### config.mk
export PLATFORM = sky130hd
export DESIGN_NAME = ex_iter_div
export DESIGN_NICKNAME = d
export VERILOG_FILES = /design/src/rtl/ex_iter_div.sv
export SDC_FILE = /design/constraint.sdc
export NUM_CORES = 1
export LEC_CHECK = 0
export CAP_MARGIN = 20
export CORE_ASPECT_RATIO = 2
export CORE_MARGIN = 2
export CORE_UTILIZATION = 35
export DETAILED_ROUTE_END_ITERATION = 10
export SLEW_MARGIN = 15
export SYNTH_ARGS = -nofsm -noshare
export SYNTH_HDL_FRONTEND = slang
export SYNTH_SLANG_ARGS = --single-unit
### constraint.sdc
create_clock -name clk -period 11.7 [get_ports clk]
set_clock_uncertainty 0.05 [all_clocks]
set_input_delay 3.51 -clock clk [delete_from_list [all_inputs] [get_ports clk]]
set_output_delay 3.51 -clock clk [all_outputs]
set_load 0.03 [all_outputs]
### src/rtl/ex_iter_div.sv
// Execute stage: single-cycle logic/shift ALU plus a 32-cycle iterative divider that writes HI/LO.
// Optional macro EX_MULT_EN adds single-cycle MULT/MULTU writing the 64-bit product to HI/LO.
module ex_iter_div #(
  parameter int DIV_CYCLES = 32
) (
  input  logic        clk,
  input  logic        rst,
  input  logic [7:0]  aluop_i,
  input  logic [2:0]  alusel_i,
  input  logic [31:0] reg1_i,
  input  logic [31:0] reg2_i,
  input  logic [4:0]  wd_i,
  input  logic        wreg_i,
  input  logic        flush_i,
  output logic [4:0]  wd_o,
  output logic        wreg_o,
  output logic [31:0] wdata_o,
  output logic [31:0] hi_o,
  output logic [31:0] lo_o,
  output logic        whilo_o,
  output logic        stallreq_o
);

  localparam logic [7:0] OP_OR    = 8'h25;
  localparam logic [7:0] OP_AND   = 8'h24;
  localparam logic [7:0] OP_XOR   = 8'h26;
  localparam logic [7:0] OP_NOR   = 8'h27;
  localparam logic [7:0] OP_SLL   = 8'h7C;
  localparam logic [7:0] OP_SRL   = 8'h02;
  localparam logic [7:0] OP_SRA   = 8'h03;
  localparam logic [7:0] OP_DIV   = 8'h1A;
  localparam logic [7:0] OP_DIVU  = 8'h1B;
`ifdef EX_MULT_EN
  localparam logic [7:0] OP_MULT  = 8'h18;
  localparam logic [7:0] OP_MULTU = 8'h19;
`endif
  localparam logic [2:0] SEL_LOGIC = 3'b001;
  localparam logic [2:0] SEL_SHIFT = 3'b010;

  typedef enum logic [1:0] {S_IDLE, S_BUSY, S_ZERO, S_DONE} state_t;

  state_t      state_q, state_d;
  logic [4:0]  cnt_q, cnt_d;
  logic [31:0] rem_q, rem_d;
  logic [31:0] quot_q, quot_d;
  logic [31:0] dsor_q, dsor_d;
  logic        negq_q, negq_d;
  logic        negr_q, negr_d;
  logic        block_q, block_d;

  logic        is_div;
  logic        is_signed_div;
  logic        dvd_neg;
  logic        dsr_neg;
  logic [33:0] diff;
  logic        diff_unused;

  assign is_div        = (aluop_i == OP_DIV) || (aluop_i == OP_DIVU);
  assign is_signed_div = (aluop_i == OP_DIV);
  assign dvd_neg       = is_signed_div && reg1_i[31];
  assign dsr_neg       = is_signed_div && reg2_i[31];

  // Trial subtraction on the 33-bit shifted partial remainder; bit 33 is the borrow.
  assign diff        = {1'b0, rem_q, quot_q[31]} - {2'b00, dsor_q};
  assign diff_unused = diff[32];

  always_comb begin
    state_d = state_q;
    cnt_d   = cnt_q;
    rem_d   = rem_q;
    quot_d  = quot_q;
    dsor_d  = dsor_q;
    negq_d  = negq_q;
    negr_d  = negr_q;
    block_d = block_q;
    if (flush_i) begin
      state_d = S_IDLE;
      block_d = 1'b0;
    end else begin
      case (state_q)
        S_IDLE: begin
          if (is_div && !block_q) begin
            if (reg2_i == 32'd0) begin
              state_d = S_ZERO;
            end else begin
              quot_d  = dvd_neg ? (32'd0 - reg1_i) : reg1_i;
              dsor_d  = dsr_neg ? (32'd0 - reg2_i) : reg2_i;
              rem_d   = 32'd0;
              negq_d  = dvd_neg ^ dsr_neg;
              negr_d  = dvd_neg;
              cnt_d   = 5'd0;
              state_d = S_BUSY;
            end
          end else if (!is_div) begin
            block_d = 1'b0;
          end
        end
        S_BUSY: begin
          if (!diff[33]) begin
            rem_d  = diff[31:0];
            quot_d = {quot_q[30:0], 1'b1};
          end else begin
            rem_d  = {rem_q[30:0], quot_q[31]};
            quot_d = {quot_q[30:0], 1'b0};
          end
          cnt_d = cnt_q + 5'd1;
          if (cnt_q == 5'(DIV_CYCLES - 1)) begin
            state_d = S_DONE;
          end
        end
        default: begin
          // The divide is still on the inputs here; hold off until it leaves.
          state_d = S_IDLE;
          block_d = 1'b1;
        end
      endcase
    end
  end

  always_ff @(posedge clk or posedge rst) begin
    if (rst) begin
      state_q <= S_IDLE;
      cnt_q   <= 5'd0;
      rem_q   <= 32'd0;
      quot_q  <= 32'd0;
      dsor_q  <= 32'd0;
      negq_q  <= 1'b0;
      negr_q  <= 1'b0;
      block_q <= 1'b0;
    end else begin
      state_q <= state_d;
      cnt_q   <= cnt_d;
      rem_q   <= rem_d;
      quot_q  <= quot_d;
      dsor_q  <= dsor_d;
      negq_q  <= negq_d;
      negr_q  <= negr_d;
      block_q <= block_d;
    end
  end

  logic [31:0] alu_res;

  always_comb begin
    alu_res = 32'd0;
    case (alusel_i)
      SEL_LOGIC: begin
        case (aluop_i)
          OP_OR:   alu_res = reg1_i | reg2_i;
          OP_AND:  alu_res = reg1_i & reg2_i;
          OP_XOR:  alu_res = reg1_i ^ reg2_i;
          OP_NOR:  alu_res = ~(reg1_i | reg2_i);
          default: alu_res = 32'd0;
        endcase
      end
      SEL_SHIFT: begin
        case (aluop_i)
          OP_SLL:  alu_res = reg2_i << reg1_i[4:0];
          OP_SRL:  alu_res = reg2_i >> reg1_i[4:0];
          OP_SRA:  alu_res = $unsigned($signed(reg2_i) >>> reg1_i[4:0]);
          default: alu_res = 32'd0;
        endcase
      end
      default: alu_res = 32'd0;
    endcase
  end

`ifdef EX_MULT_EN
  logic [63:0] prod;

  always_comb begin
    prod = 64'd0;
    if (aluop_i == OP_MULT) begin
      prod = $unsigned($signed({{32{reg1_i[31]}}, reg1_i}) * $signed({{32{reg2_i[31]}}, reg2_i}));
    end else if (aluop_i == OP_MULTU) begin
      prod = {32'd0, reg1_i} * {32'd0, reg2_i};
    end
  end
`endif

  always_comb begin
    wd_o       = 5'd0;
    wreg_o     = 1'b0;
    wdata_o    = 32'd0;
    hi_o       = 32'd0;
    lo_o       = 32'd0;
    whilo_o    = 1'b0;
    stallreq_o = 1'b0;
    if (!rst) begin
      wd_o    = wd_i;
      wreg_o  = wreg_i;
      wdata_o = alu_res;
      if (!flush_i) begin
        stallreq_o = (state_q == S_BUSY) || (state_q == S_IDLE && is_div && !block_q);
        if (state_q == S_DONE) begin
          whilo_o = 1'b1;
          lo_o    = negq_q ? (32'd0 - quot_q) : quot_q;
          hi_o    = negr_q ? (32'd0 - rem_q) : rem_q;
        end else if (state_q == S_ZERO) begin
          whilo_o = 1'b1;
`ifdef EX_MULT_EN
        end else if (aluop_i == OP_MULT || aluop_i == OP_MULTU) begin
          whilo_o = 1'b1;
          hi_o    = prod[63:32];
          lo_o    = prod[31:0];
`endif
        end
      end
    end
  end

endmodule
Yosys cells after proc, flatten, opt, wreduce, memory -nomap -nowiden
Cells that the tools add are included.

Output and inout bits: 104. Logic and storage cells: 103. Bits in registers: 106. Input port bits: 84.

Bitwise logic cells: 7. Reduce and logical (&&, ||, !) cells: 15. Mux-type cells: 42. Equality and inequality tests: 22. Shift-type cells: 3. $add $sub $neg: 6.

Operators with widths (count): 32-bit 2-to-1 mux (16); 32-bit case mux with 2 select lines (3); 32-bit case mux with 4 select lines (1); 1-bit by 32-bit subtractor with 32-bit output (first input constant) (4); 32-bit case mux with 3 select lines (1); 33-bit by 32-bit subtractor with 34-bit output (1); 32-bit AND (1); 8-bit by 6-bit equality test with 1-bit output (second input constant) (4); 32-bit zero test (1); 32-bit NOT (1); 32-bit OR (1); 32-bit by 5-bit left shift with 32-bit output (1); 32-bit by 5-bit right shift with 32-bit output (1); 32-bit by 5-bit >>> shifter with 32-bit output (1); 32-bit XOR (1); 8-bit by 2-bit equality test with 1-bit output (second input constant) (2); 8-bit by 5-bit equality test with 1-bit output (second input constant) (2); 5-bit 2-to-1 mux (3); 3-bit inequality test (second input constant) (4); 1-bit 2-to-1 mux (11); 5-bit case mux with 2 select lines (1); 8-bit by 7-bit equality test with 1-bit output (second input constant) (1); 2-bit 2-to-1 mux (4); 4-bit AND reduction (2); other kinds (18) (27).

Logic depth before layout (Yosys ltp)
Gate-level depths: netlist of run 1.

Word-level depth: 7. Mapped depth: 13. Gate-level depth less buffers: 12.

Worst setup path after synthesis of run 1
No wires, ideal clock.

Path type: input -> output. Start: input rst. End: output wdata_o[17]. Stages: 4. Arrival: 7.458 ns. Path slack: 0.682 ns. Path buffers: 1. Required time: 8.140 ns. Path through: clkbuf_1 -> inv_1 -> nand2_1 -> o32ai_1.

Cells in the longest elaborated chain, start to end: 1.

RTL lines: start: declaration (line 7) `input logic rst,`; 32-bit 2-to-1 mux (line 189) `if (!rst) begin`; end: declaration (line 17) `output logic [31:0] wdata_o,`.

No other way between the ends.

Worst setup path in the final report of run 1
Start: input reg1_i[0]. End: output wdata_o[28].

Cells in the longest elaborated chain, start to end: 4. Elaborated cells on any way between the ends: 6. Those cells by class: shift: 3; mux: 3.

RTL lines: start: declaration (line 10) `input logic [31:0] reg1_i,`; 32-bit by 5-bit >>> shifter with 32-bit output (tied with other cells) (line 160) `OP_SRA: alu_res = $unsigned($signed(reg2_i) >>> reg1_i[4:0]);`; 32-bit case mux with 3 select lines * (line 157) `case (aluop_i)`; 32-bit case mux with 2 select lines * (line 146) `case (alusel_i)`; 32-bit 2-to-1 mux * (line 189).

Every way passes the cells marked *; elsewhere a longest branch is shown, timed or not.

==> results of run 1 <==
worst max-delay path, delay by kind of cell:
family	cells	cell delay (ns)
AND/OR/NAND/NOR	2	0.48
buffers and inverters	3	1.59
AO/OA/AOI/OAI	4	1.83
adder cells (fa/ha/maj)	1	0.46
cells by family after synthesis:
logic type               Yosys count
AND/OR/NAND/NOR                  563
adder cells (fa/ha/maj)          104
AO/OA/AOI/OAI                    542
multiplexers                     153
buffers and inverters            258
XOR/XNOR                         179
flip-flops                       106
per-layer routing:
layer  track usage (%)  vias up  wire (um)
li1                  -     7074          -
met1              31.0     7527      22600
met2              56.8      706      35200
met3              4.35      249       3900
met4              28.5        0       8170
met5                 0        -          0
state kept, by name, indices dropped and copies added (netlist names):
name     flops
cnt_q        5
quot_q      32
negr_q       1
dsor_q      32
block_q      1
rem_q       32
negq_q       1
state_q      2
worst max-delay path by stage:
stage	from	endpoint	slack (ns)	cells past startpoint
finish	reg1_i[0]	wdata_o[28]	0.24	10
global route	reg1_i[0]	wdata_o[28]	0.25	10
detailed placement	reg1_i[0]	wdata_o[28]	0.93	10
floorplan	rst	wdata_o[17]	0.68	4
global placement	reg1_i[0]	wdata_o[28]	0.81	10
CTS	reg1_i[0]	wdata_o[28]	0.90	10
cell usage in the layout (no fill, tap or decap), types with 8 or more instances in the layout:
cell type	synthesis	routed
a21oi_1	139	139
ha_1	103	103
xor2_1	70	70
nor3_1	20	19
mux4_2	58	58
o41ai_1	11	11
and3_1	8	8
nand3_1	23	23
inv_1	106	105
o21ai_1	45	46
o211ai_1	10	10
or4_1	12	12
a31oi_1	25	25
a32oi_1	14	14
o21a_1	8	8
a211oi_1	9	9
o31ai_1	27	27
mux2_2	9	9
dfrtp_1	106	106
nor2b_1	13	13
or3_1	20	20
xnor2_1	109	109
a21o_1	12	12
nand2_1	175	174
mux2i_1	86	86
nor2_1	225	225
clkbuf_16	0	9
o22ai_1	50	50
clkdlybuf4s50_1	0	181
buf_4	9	57
nand4_1	12	12
o21ai_0	128	127
power groups by stage:
| stage | sequential (mW) | clock, mW | combinational (mW) |
|---|---|---|---|
| after global routing | 0.600 | 0.359 | 1.88 |
| final | 0.585 | 0.343 | 1.72 |
| after global placement | 0.585 | 0 | 1.67 |
| after detailed placement | 0.590 | 0 | 1.69 |
| after floorplan | 0.542 | 0 | 1.26 |
| after CTS | 0.582 | 0.347 | 1.70 |
cell type report:
cell class / instances / area (um2)
fill: 4336 / 24200
antenna: 2 / 5.00
inverter: 110 / 415
clock inverter: 7 / 108
sequential: 106 / 2650
clock buffer: 9 / 225
tap: 540 / 676
multi-input combinational: 1541 / 11100
timing repair buffer: 248 / 2390
==> flow_metrics.env, run 1 <==
export IMPL_status="completed"
export IMPL_critPathMaxFanout=47
export IMPL_cp_slowest_cell="a21oi_1"
export IMPL_slew_viol_final=0
export IMPL_ys_seq_elements=106
export IMPL_leakage_nw=6.99
export IMPL_setup_tns_final_ns=0
export IMPL_place_congestion=1.03
export IMPL_clkSinkCount=106
export IMPL_synth_adder_area_share_pct=8.84
export IMPL_tightest_slew_ns=1.11
export IMPL_fin_crit_ns=11.46
export IMPL_syn_avg_cell_area_um2=7.77
export IMPL_placed_area_um2=17200
export IMPL_cts_buffers=9
export IMPL_sequentialPowerShare_pct=22.1
export IMPL_postSynthCellCount=1905
export IMPL_synthXorXnorAreaFrac_pct=10.6
export IMPL_dp_cells=2541
export IMPL_ff2ff_setup_slack_ns=7.86
export IMPL_worst_setup_path_type="in -> out"
export IMPL_root_buffer="clkbuf_16"
export IMPL_die_area_um2=44100
export IMPL_reg2reg_from="rem_q[7]"
export IMPL_synth_compound_area_share_pct=22.7
export IMPL_syn_area_um2=14800
export IMPL_tritoncts="yes"
export IMPL_finalNetCount=2204
export IMPL_dr_first_iter_drc_count=1263
export IMPL_synth_common_cells="225 x nor2_1, 175 x nand2_1, 139 x a21oi_1"
export IMPL_total_power_mw=2.64
export IMPL_stdcell_count=2563
export IMPL_die_h_um=295
export IMPL_finalWirelength_um=69800
export IMPL_clkPwrFrac_pct=13.0
export IMPL_start_util_pct=35.4
export IMPL_overflow=0
export IMPL_cts_resized=0
export IMPL_finalSetupViolations=0
export IMPL_via_count=15556
export IMPL_port_buffer_count=187
export IMPL_clk_pin_slew_ns=0.07
export IMPL_synth_mux_area_share_pct=15.3
export IMPL_power_switching_mw=1.30
export IMPL_synth_cell_types=84
export IMPL_crit_path_max_incr_delay_ns=0.87
export IMPL_row_count=106
export IMPL_synthArstFlopShare_pct=100
export IMPL_place_hpwl_um=55100
export IMPL_layout_setup_ws_ns=0.244
export IMPL_io_pins=188
export IMPL_power_switching_share_pct=49.3
export IMPL_place_ws_ns=0.928
export IMPL_areaGrowthSynthToFinish_pct=19.0
export IMPL_hold_depth=2
export IMPL_critPathRequiredTime_ns=8.14
export IMPL_cp_start_kind="primary input"
export IMPL_core_area_um2=41800
export IMPL_ys_top_cells_by_area="dfrtp_1 18%, mux4_2 8.8%, ha_1 8.7%"
export IMPL_final_cell_area_um2=17600
export IMPL_hold_end="dsor_q[12]"
export IMPL_r2r_end="quot_q[0]"
export IMPL_fmax_mhz=87.3
export IMPL_yosys_area_share_simple_pct=17.6
export IMPL_relSlewSlack_pct=25.3
export IMPL_ys_seq_area_share_pct=17.9
export IMPL_grt_max_degree=81
export IMPL_yosysMostFrequentCell="nor2_1"
export IMPL_fin_worst_hold_slack_ns=0.434
export IMPL_cp_arrival_ns=7.90
export IMPL_grt_total_usage_pct=31.7
export IMPL_irDropWorstVdd_mv=0.148
export IMPL_grt_pass1_wl_um=102000
export IMPL_cts_setup_buffers=0
export IMPL_viasPerCell=6.07
export IMPL_cap_violations=0
export IMPL_clk_latency_ns=0.37
export IMPL_synth_edff_count=0
export IMPL_drc=0
export IMPL_worstHoldStart="dsor_q[12]"
export IMPL_synth_ff_type="dfrtp_1"
export IMPL_period_share_pct=97.9
export IMPL_routedWlPerCell_um=27.2
export IMPL_intPower_mw=1.34
export IMPL_die_width_um=149
export IMPL_clockBufferDepth=2
export IMPL_min_path_type="reg -> reg"
export IMPL_synth_top_family_by_area="compound AO/OA/AOI/OAI gates"
export IMPL_cts_hold_buf=0
export IMPL_share_comb_of_total_power_pct=64.9
export IMPL_grt_pass1_vias=15706
export IMPL_cp_common_cell="a21oi_1"
export IMPL_synth_top_area_cell="dfrtp_1"
export IMPL_first_pass_iters=5
export IMPL_hold_viol_final=0
export IMPL_drive_gt1_share_pct=9.40
export IMPL_endpoint_kind="output pin"
export IMPL_grt_setup_unrepaired="false"
export IMPL_grt_antenna_before_repair=2
export IMPL_h_tree_depth=3
export IMPL_yosysTopAreaCellShare_pct=17.9
export IMPL_drtAntennaViolNets=0
export IMPL_power_density_nw_per_um2=150
export IMPL_crit_path_cell_trace="buf_4 -> inv_1 -> ha_1 -> nand3_1 -> nand2_1 -> a21oi_1 -> a21oi_1 -> a32oi_1 -> o22ai_1 -> clkdlybuf4s50_1"
export IMPL_synth_nets=2093
export IMPL_yosys_warnings=0
export IMPL_final_util_pct=42.2
export IMPL_rr_worst_depth=10
(Power assumes the default switching activity.)
==> run 2, diff against run 1 <==
--- a/config.mk
+++ b/config.mk
@@ -10,6 +10,7 @@
 export CORE_MARGIN = 2
 export CORE_UTILIZATION = 35
 export DETAILED_ROUTE_END_ITERATION = 10
+export GPL_TIMING_DRIVEN = 0
 export SLEW_MARGIN = 15
 export SYNTH_ARGS = -nofsm -noshare
 export SYNTH_HDL_FRONTEND = slang
==> run 2 against run 1 <==
The run now ends with setup timing left. Final area rose by 0.56%. Hold slack got worse by 0.0035 ns. Via count rose by 5.6%.
==> flow_metrics.env, run 2 (same netlist as run 1, synthesis figures left out) <==
export IMPL_status="complete, but fails checks"
export IMPL_violations="setup timing"
export IMPL_root_buffer="clkbuf_16"
export IMPL_leakage_nw=6.93
export IMPL_finalWirelength_um=85900
export IMPL_core_area_um2=41800
export IMPL_fin_crit_ns=11.79
export IMPL_worst_setup_path_type="in -> out"
export IMPL_drive_gt1_share_pct=7.68
export IMPL_top_regs="dsor_q x32, quot_q x32, rem_q x32"
export IMPL_tightest_slew_ns=1.23
export IMPL_areaGrowthSynthToFinish_pct=19.7
export IMPL_cap_violations=0
export IMPL_grt_total_usage_pct=38.7
export IMPL_cp_start_kind="primary input"
export IMPL_grt_pass1_wl_um=119000
export IMPL_critPathMaxFanout=10
export IMPL_fillers=4420
export IMPL_period_share_pct=101
export IMPL_critPathRequiredTime_ns=8.14
export IMPL_grt_setup_unrepaired="false"
export IMPL_finalSetupViolations=1
export IMPL_drtAntennaViolNets=0
export IMPL_hold_viol_final=0
export IMPL_io_pins=188
export IMPL_grt_max_degree=82
export IMPL_place_hpwl_um=71000
export IMPL_first_pass_iters=6
export IMPL_clockBufferDepth=2
export IMPL_endpoint_kind="output pin"
export IMPL_viasPerCell=6.19
export IMPL_final_util_pct=42.4
export IMPL_grt_pass1_vias=16629
export IMPL_routedWlPerCell_um=32.4
export IMPL_place_ws_ns=-0.243
export IMPL_clk_latency_ns=0.37
export IMPL_drc=0
export IMPL_mostFrequentLayoutCells="225 x nor2_1, 185 x clkdlybuf4s50_1, 175 x nand2_1, 139 x a21oi_1, 128 x o21ai_0"
export IMPL_h_tree_depth=3
export IMPL_overflow=0
export IMPL_relSlewSlack_pct=18.0
export IMPL_setup_tns_final_ns=-0.0931
export IMPL_min_path_type="reg -> reg"
export IMPL_fin_worst_hold_slack_ns=0.430
export IMPL_row_count=106
export IMPL_final_common_cell="nor2_1"
export IMPL_final_cell_area_um2=17700
export IMPL_dp_cells=2634
export IMPL_port_buffer_count=185
export IMPL_fmax_mhz=84.8
export IMPL_power_density_nw_per_um2=150
export IMPL_ff_latch_area_um2=2650
export IMPL_multi_input_area_um2=11100
export IMPL_placed_area_um2=17400
export IMPL_total_power_mw=2.66
export IMPL_layout_setup_ws_ns=-0.0931
export IMPL_place_congestion=1.05
export IMPL_irDropWorstVdd_mv=0.146
export IMPL_start_util_pct=35.4
export IMPL_dr_first_iter_drc_count=1085
export IMPL_clk_pin_slew_ns=0.07
export IMPL_die_width_um=149
export IMPL_cp_arrival_ns=8.23
export IMPL_die_area_um2=44100
export IMPL_stdcell_count=2652
export IMPL_die_h_um=295
export IMPL_cts_buffers=9
export IMPL_finalNetCount=2293
export IMPL_tritoncts="yes"
export IMPL_slew_viol_final=0
export IMPL_grt_antenna_before_repair=1
export IMPL_via_count=16428
export IMPL_clkSinkCount=106
## run 2: changes by cell type in the layout (fill, tap and decap cells not counted), moves of 2 or more
cell and change:
buf_4 -46, clkinv_4 +2, buf_1 +21, buf_12 -3, clkdlybuf4s50_1 +4, clkbuf_2 +2
clkbuf_1 +91, bufinv_16 -2, buf_2 +21
## run 2: report_power, final
| group | total [mW] | internal, mW | leakage, nW | switching (mW) |
|---|---|---|---|---|
| clock network | 0.306 | 0.154 | 0.140 | 0.152 |
| logic | 1.77 | 0.707 | 5.40 | 1.06 |
| registers | 0.586 | 0.444 | 1.39 | 0.143 |
| total | 2.66 | 1.30 | 6.93 | 1.36 |
## run 2: repair_timing
item / CTS / global route
gates resized for setup: 3 / 5
hold buffers: 0 / 0
setup endpoints to repair: 8 / 4
gates cloned: 0 / 0
buffers inserted: 0 / 0
## run 2: area by class of cell
class / instances / share of cell area (%)
Sequential cell: 106 / 15.0
Antenna cell: 2 / 0.0283
Inverter: 110 / 2.36
Multi-Input combinational cell: 1541 / 62.9
Clock inverter: 5 / 0.268
Buffer: 148 / 3.59
Timing Repair Buffer: 189 / 10.7
Tap cell: 540 / 3.81
Clock buffer: 11 / 1.37
## run 2: critical path, stage by stage
cell and delay [ns]:
clkdlybuf4s50_1 0.49, clkbuf_1 0.42, clkbuf_1 0.58, clkbuf_1 0.52
clkbuf_2 0.53, o21ai_0 0.17, a221oi_1 0.99, a21oi_1 0.08
nor2_1 0.20, clkdlybuf4s50_1 0.73
## run 2: final timing paths
| kind | from | end | slack [ns] | cells past startpoint |
|---|---|---|---|---|
| max | reg1_i[3] | wdata_o[8] | -0.09 | 10 |
| min | dsor_q[4] | dsor_q[4] | 0.43 | 2 |
| max reg2reg | quot_q[31] | rem_q[28] | 8.16 | 12 |
| min reg2reg | dsor_q[4] | dsor_q[4] | 0.43 | 2 |
| max in group asynchronous | rst | rem_q[18] | 7.47 | 3 |
| min in group asynchronous | rst | cnt_q[1] | 3.39 | 2 |
## run 2: metal layers
metal  wire length, um  up-vias  global-route usage, %
met5                12        -                      0
met2             43600      865                   70.1
met1             26400     7971                   34.6
met3              4490      336                   6.02
met4             11400        2                   40.2
li1                  -     7254                      -
==> run 3, diff against run 2 <==
--- a/config.mk
+++ b/config.mk
@@ -8,9 +8,10 @@
 export CAP_MARGIN = 20
 export CORE_ASPECT_RATIO = 2
 export CORE_MARGIN = 2
-export CORE_UTILIZATION = 35
+export CORE_UTILIZATION = 58
 export DETAILED_ROUTE_END_ITERATION = 10
 export GPL_TIMING_DRIVEN = 0
+export PLACE_DENSITY = 0.83
 export SLEW_MARGIN = 15
 export SYNTH_ARGS = -nofsm -noshare
 export SYNTH_HDL_FRONTEND = slang
==> run 3 against run 2 <==
The run now fails in global routing. Area after synthesis is the same. Synthesized cell count is the same.
==> flow_metrics.env, run 3 <==
export IMPL_status="did not finish"
export IMPL_stop_stage="global routing"
export IMPL_error_line="[ERROR GRT-0116] Global routing finished with congestion. Check the congestion regions in the DRC Viewer."
export IMPL_h_tree_depth=3
export IMPL_overflow=19
export IMPL_synth_edff_count=0
export IMPL_place_hpwl_um=56800
export IMPL_synthArstFlopShare_pct=100
export IMPL_clockBufferDepth=2
export IMPL_synth_ff_type="dfrtp_1"
export IMPL_placed_area_um2=17100
export IMPL_synth_common_cells="225 x nor2_1, 175 x nand2_1, 139 x a21oi_1"
export IMPL_ys_seq_elements=106
export IMPL_synth_nets=2093
export IMPL_ys_seq_area_share_pct=17.9
export IMPL_io_pins=188
export IMPL_cts_buffers=9
export IMPL_start_util_pct=59.1
export IMPL_place_congestion=1.36
export IMPL_synth_top_area_cell="dfrtp_1"
export IMPL_syn_area_um2=14800
export IMPL_cts_hold_buf=0
export IMPL_ys_top_cells_by_area="dfrtp_1 18%, mux4_2 8.8%, ha_1 8.7%"
export IMPL_grt_total_usage_pct=58.9
export IMPL_clkSinkCount=106
export IMPL_die_width_um=117
export IMPL_grt_max_degree=67
export IMPL_yosysTopAreaCellShare_pct=17.9
export IMPL_yosys_warnings=0
export IMPL_cts_setup_buffers=0
export IMPL_root_buffer="clkbuf_16"
export IMPL_postSynthCellCount=1905
export IMPL_cts_resized=0
export IMPL_grt_pass1_wl_um=117000
export IMPL_row_count=82
export IMPL_yosysMostFrequentCell="nor2_1"
export IMPL_synth_cell_types=84
export IMPL_port_buffer_count=185
export IMPL_syn_avg_cell_area_um2=7.77
export IMPL_die_h_um=230
export IMPL_grt_pass1_vias=18355
==> run 3: cell counts after synthesis <==
Identical to the previous run, type by type.
==> run 3: kinds of logic after synthesis <==
family,Yosys count,share of synthesized area [%]
DFF,106,17.9
buffers and inverters,258,7.01
xor gates and xnor gates,179,10.6
muxes,153,15.3
AOI/OAI and AO/OA,542,22.7
and+or+nand+nor,563,17.6
adders and majority gates,104,8.84
==> run 3: stage by stage <==
stage               setup WS [ns]  utilization [%]  std cells
floorplan                   0.682                -       1905
global placement            -1.21             68.2       2426
detailed placement          0.234             68.4       2428
CTS                         0.205             69.6       2443
==> run 3: per-layer routing <==
layer / overflow / global-route usage (%)
met3: 0 / 30.1
met4: 13 / 63.4
met2: 5 / 84.9
met5: 0 / 0.588
met1: 1 / 56.0
==> run 4, diff against run 3 <==
--- a/config.mk
+++ b/config.mk
@@ -6,12 +6,11 @@
 export NUM_CORES = 1
 export LEC_CHECK = 0
 export CAP_MARGIN = 20
-export CORE_ASPECT_RATIO = 2
 export CORE_MARGIN = 2
-export CORE_UTILIZATION = 58
+export CORE_UTILIZATION = 40
 export DETAILED_ROUTE_END_ITERATION = 10
 export GPL_TIMING_DRIVEN = 0
-export PLACE_DENSITY = 0.83
+export PLACE_DENSITY_LB_ADDON = 0.15
 export SLEW_MARGIN = 15
 export SYNTH_ARGS = -nofsm -noshare
 export SYNTH_HDL_FRONTEND = slang
==> run 4 against run 3 <==
The flow now finishes without violations.
==> flow_metrics.env, run 4 (same netlist as run 1, synthesis figures left out) <==
export IMPL_die_h_um=196
export IMPL_period_share_pct=98.3
export IMPL_h_tree_depth=3
export IMPL_finalWirelength_um=66500
export IMPL_n_antenna_cell=0
export IMPL_core_area_um2=36500
export IMPL_grt_total_usage_pct=34.2
export IMPL_critPathMaxFanout=10
export IMPL_path_buf_inv=6
export IMPL_die_area_um2=38600
export IMPL_die_width_um=196
export IMPL_crit_path_max_incr_delay_ns=0.69
export IMPL_leakage_nw=6.90
export IMPL_cp_start_kind="primary input"
export IMPL_cp_slowest_cell="clkdlybuf4s50_1"
export IMPL_startpoint="reg1_i[2]"
export IMPL_clk_latency_ns=0.37
export IMPL_root_buffer="clkbuf_16"
export IMPL_via_count=16078
export IMPL_final_common_cell="nor2_1"
export IMPL_cp_endpoint="wdata_o[1]"
export IMPL_cts_setup_buffers=0
export IMPL_grt_pass1_wl_um=98700
export IMPL_crit_family="buffers and inverters"
export IMPL_worst_setup_path_type="in -> out"
export IMPL_place_congestion=1.01
export IMPL_power_density_nw_per_um2=149
export IMPL_grt_pass1_vias=15554
export IMPL_grt_max_degree=70
export IMPL_finalSetupViolations=0
export IMPL_routedWlPerCell_um=25.8
export IMPL_r2r_end="rem_q[3]"
export IMPL_crit_path_cell_trace="clkdlybuf4s50_1 -> clkbuf_1 -> clkinv_1 -> buf_2 -> buf_1 -> mux2i_1 -> o21ai_0 -> a32oi_1 -> o21ai_0 -> nand3_1 -> a21oi_1 -> clkdlybuf4s50_1"
export IMPL_fin_worst_hold_slack_ns=0.440
export IMPL_first_pass_iters=5
export IMPL_cp_num_cells=12
export IMPL_ff2ff_setup_slack_ns=7.94
export IMPL_row_count=70
export IMPL_port_buffer_count=185
export IMPL_irDropWorstVdd_mv=0.120
export IMPL_hold_viol_final=0
export IMPL_clkSinkCount=106
export IMPL_clk_pin_slew_ns=0.07
export IMPL_grt_antenna_before_repair=0
export IMPL_grt_setup_unrepaired="false"
export IMPL_fmax_mhz=87.0
export IMPL_tightest_slew_ns=1.05
export IMPL_cts_resized=0
export IMPL_critPathRequiredTime_ns=8.14
export IMPL_cap_violations=0
export IMPL_layout_setup_ws_ns=0.203
export IMPL_dr_first_iter_drc_count=1546
export IMPL_finalNetCount=2290
export IMPL_fin_crit_ns=11.50
export IMPL_clockBufferDepth=2
export IMPL_io_pins=188
export IMPL_fillers=3740
export IMPL_top_regs="dsor_q x32, quot_q x32, rem_q x32"
export IMPL_reg2reg_from="rem_q[5]"
export IMPL_drive_gt1_share_pct=7.12
export IMPL_min_path_type="reg -> reg"
export IMPL_drc=0
export IMPL_slew_viol_final=0
export IMPL_status="completed"
export IMPL_cp_arrival_ns=7.94
export IMPL_rr_worst_depth=11
export IMPL_tritoncts="yes"
export IMPL_overflow=0
export IMPL_cts_hold_buf=0
export IMPL_drtAntennaViolNets=0
export IMPL_relSlewSlack_pct=29.9
export IMPL_viasPerCell=6.24
export IMPL_worstHoldStart="dsor_q[17]"
export IMPL_cts_buffers=9
export IMPL_mostFrequentLayoutCells="225 x nor2_1, 185 x clkdlybuf4s50_1, 175 x nand2_1, 139 x a21oi_1, 128 x o21ai_0"
export IMPL_place_ws_ns=0.389
export IMPL_endpoint_kind="output pin"
export IMPL_start_util_pct=40.5
export IMPL_areaGrowthSynthToFinish_pct=18.5
export IMPL_place_hpwl_um=54400
-- run 4: tightest hold or removal path: stages, from the launching register on --
cell and delay [ns]:
dfrtp_1 0.34, nand2_1 0.04, o21ai_0 0.06
-- run 4: cell type report --
class / count / area, um2 / area share, %
multi-input cells: 1541 / 11100 / 63.4
flip-flops and latches: 106 / 2650 / 15.1
clock buffers: 14 / 254 / 1.45
plain buffers: 148 / 626 / 3.56
clock inverters: 2 / 12.5 / 0.0713
well taps: 468 / 586 / 3.34
inverters: 110 / 418 / 2.38
repair buffers: 186 / 1880 / 10.7
-- run 4: metal layers --
metal | routed length [um] | global-route usage, %
met1 | 27800 | 45.4
met3 | 5040 | 4.96
met4 | 4070 | 19.0
met2 | 29600 | 53.8
met5 | 0 | 0
-- run 4: power by group --
group	internal (mW)	total (mW)	switching, mW
clock	0.151	0.297	0.146
sequential	0.444	0.583	0.139
combinational	0.706	1.73	1.03
-- run 4: how the worst min path moves through the flow --
stage / cells past startpoint / to / slack (ns)
after floorplan: 2 / dsor_q[10] / 0.40
after global placement: 2 / dsor_q[16] / 0.42
after detailed placement: 2 / dsor_q[17] / 0.43
after CTS: 2 / dsor_q[17] / 0.44
after global routing: 2 / dsor_q[24] / 0.47
final: 2 / dsor_q[17] / 0.44
-- run 4: through the flow --
step / setup TNS (ns) / util, % / cells / cell area [um2] / power [mW]
floorplan: 0 / - / 1905 / 14800 / 1.81
global placement: -31.64 / 47.2 / 2558 / 17200 / 2.27
detailed placement: 0 / 47.3 / 2559 / 17300 / 2.28
CTS: 0 / 48.1 / 2575 / 17500 / 2.58
global route: 0 / 48.1 / 2575 / 17500 / 2.81
finish: 0 / 48.1 / 2575 / 17500 / 2.61
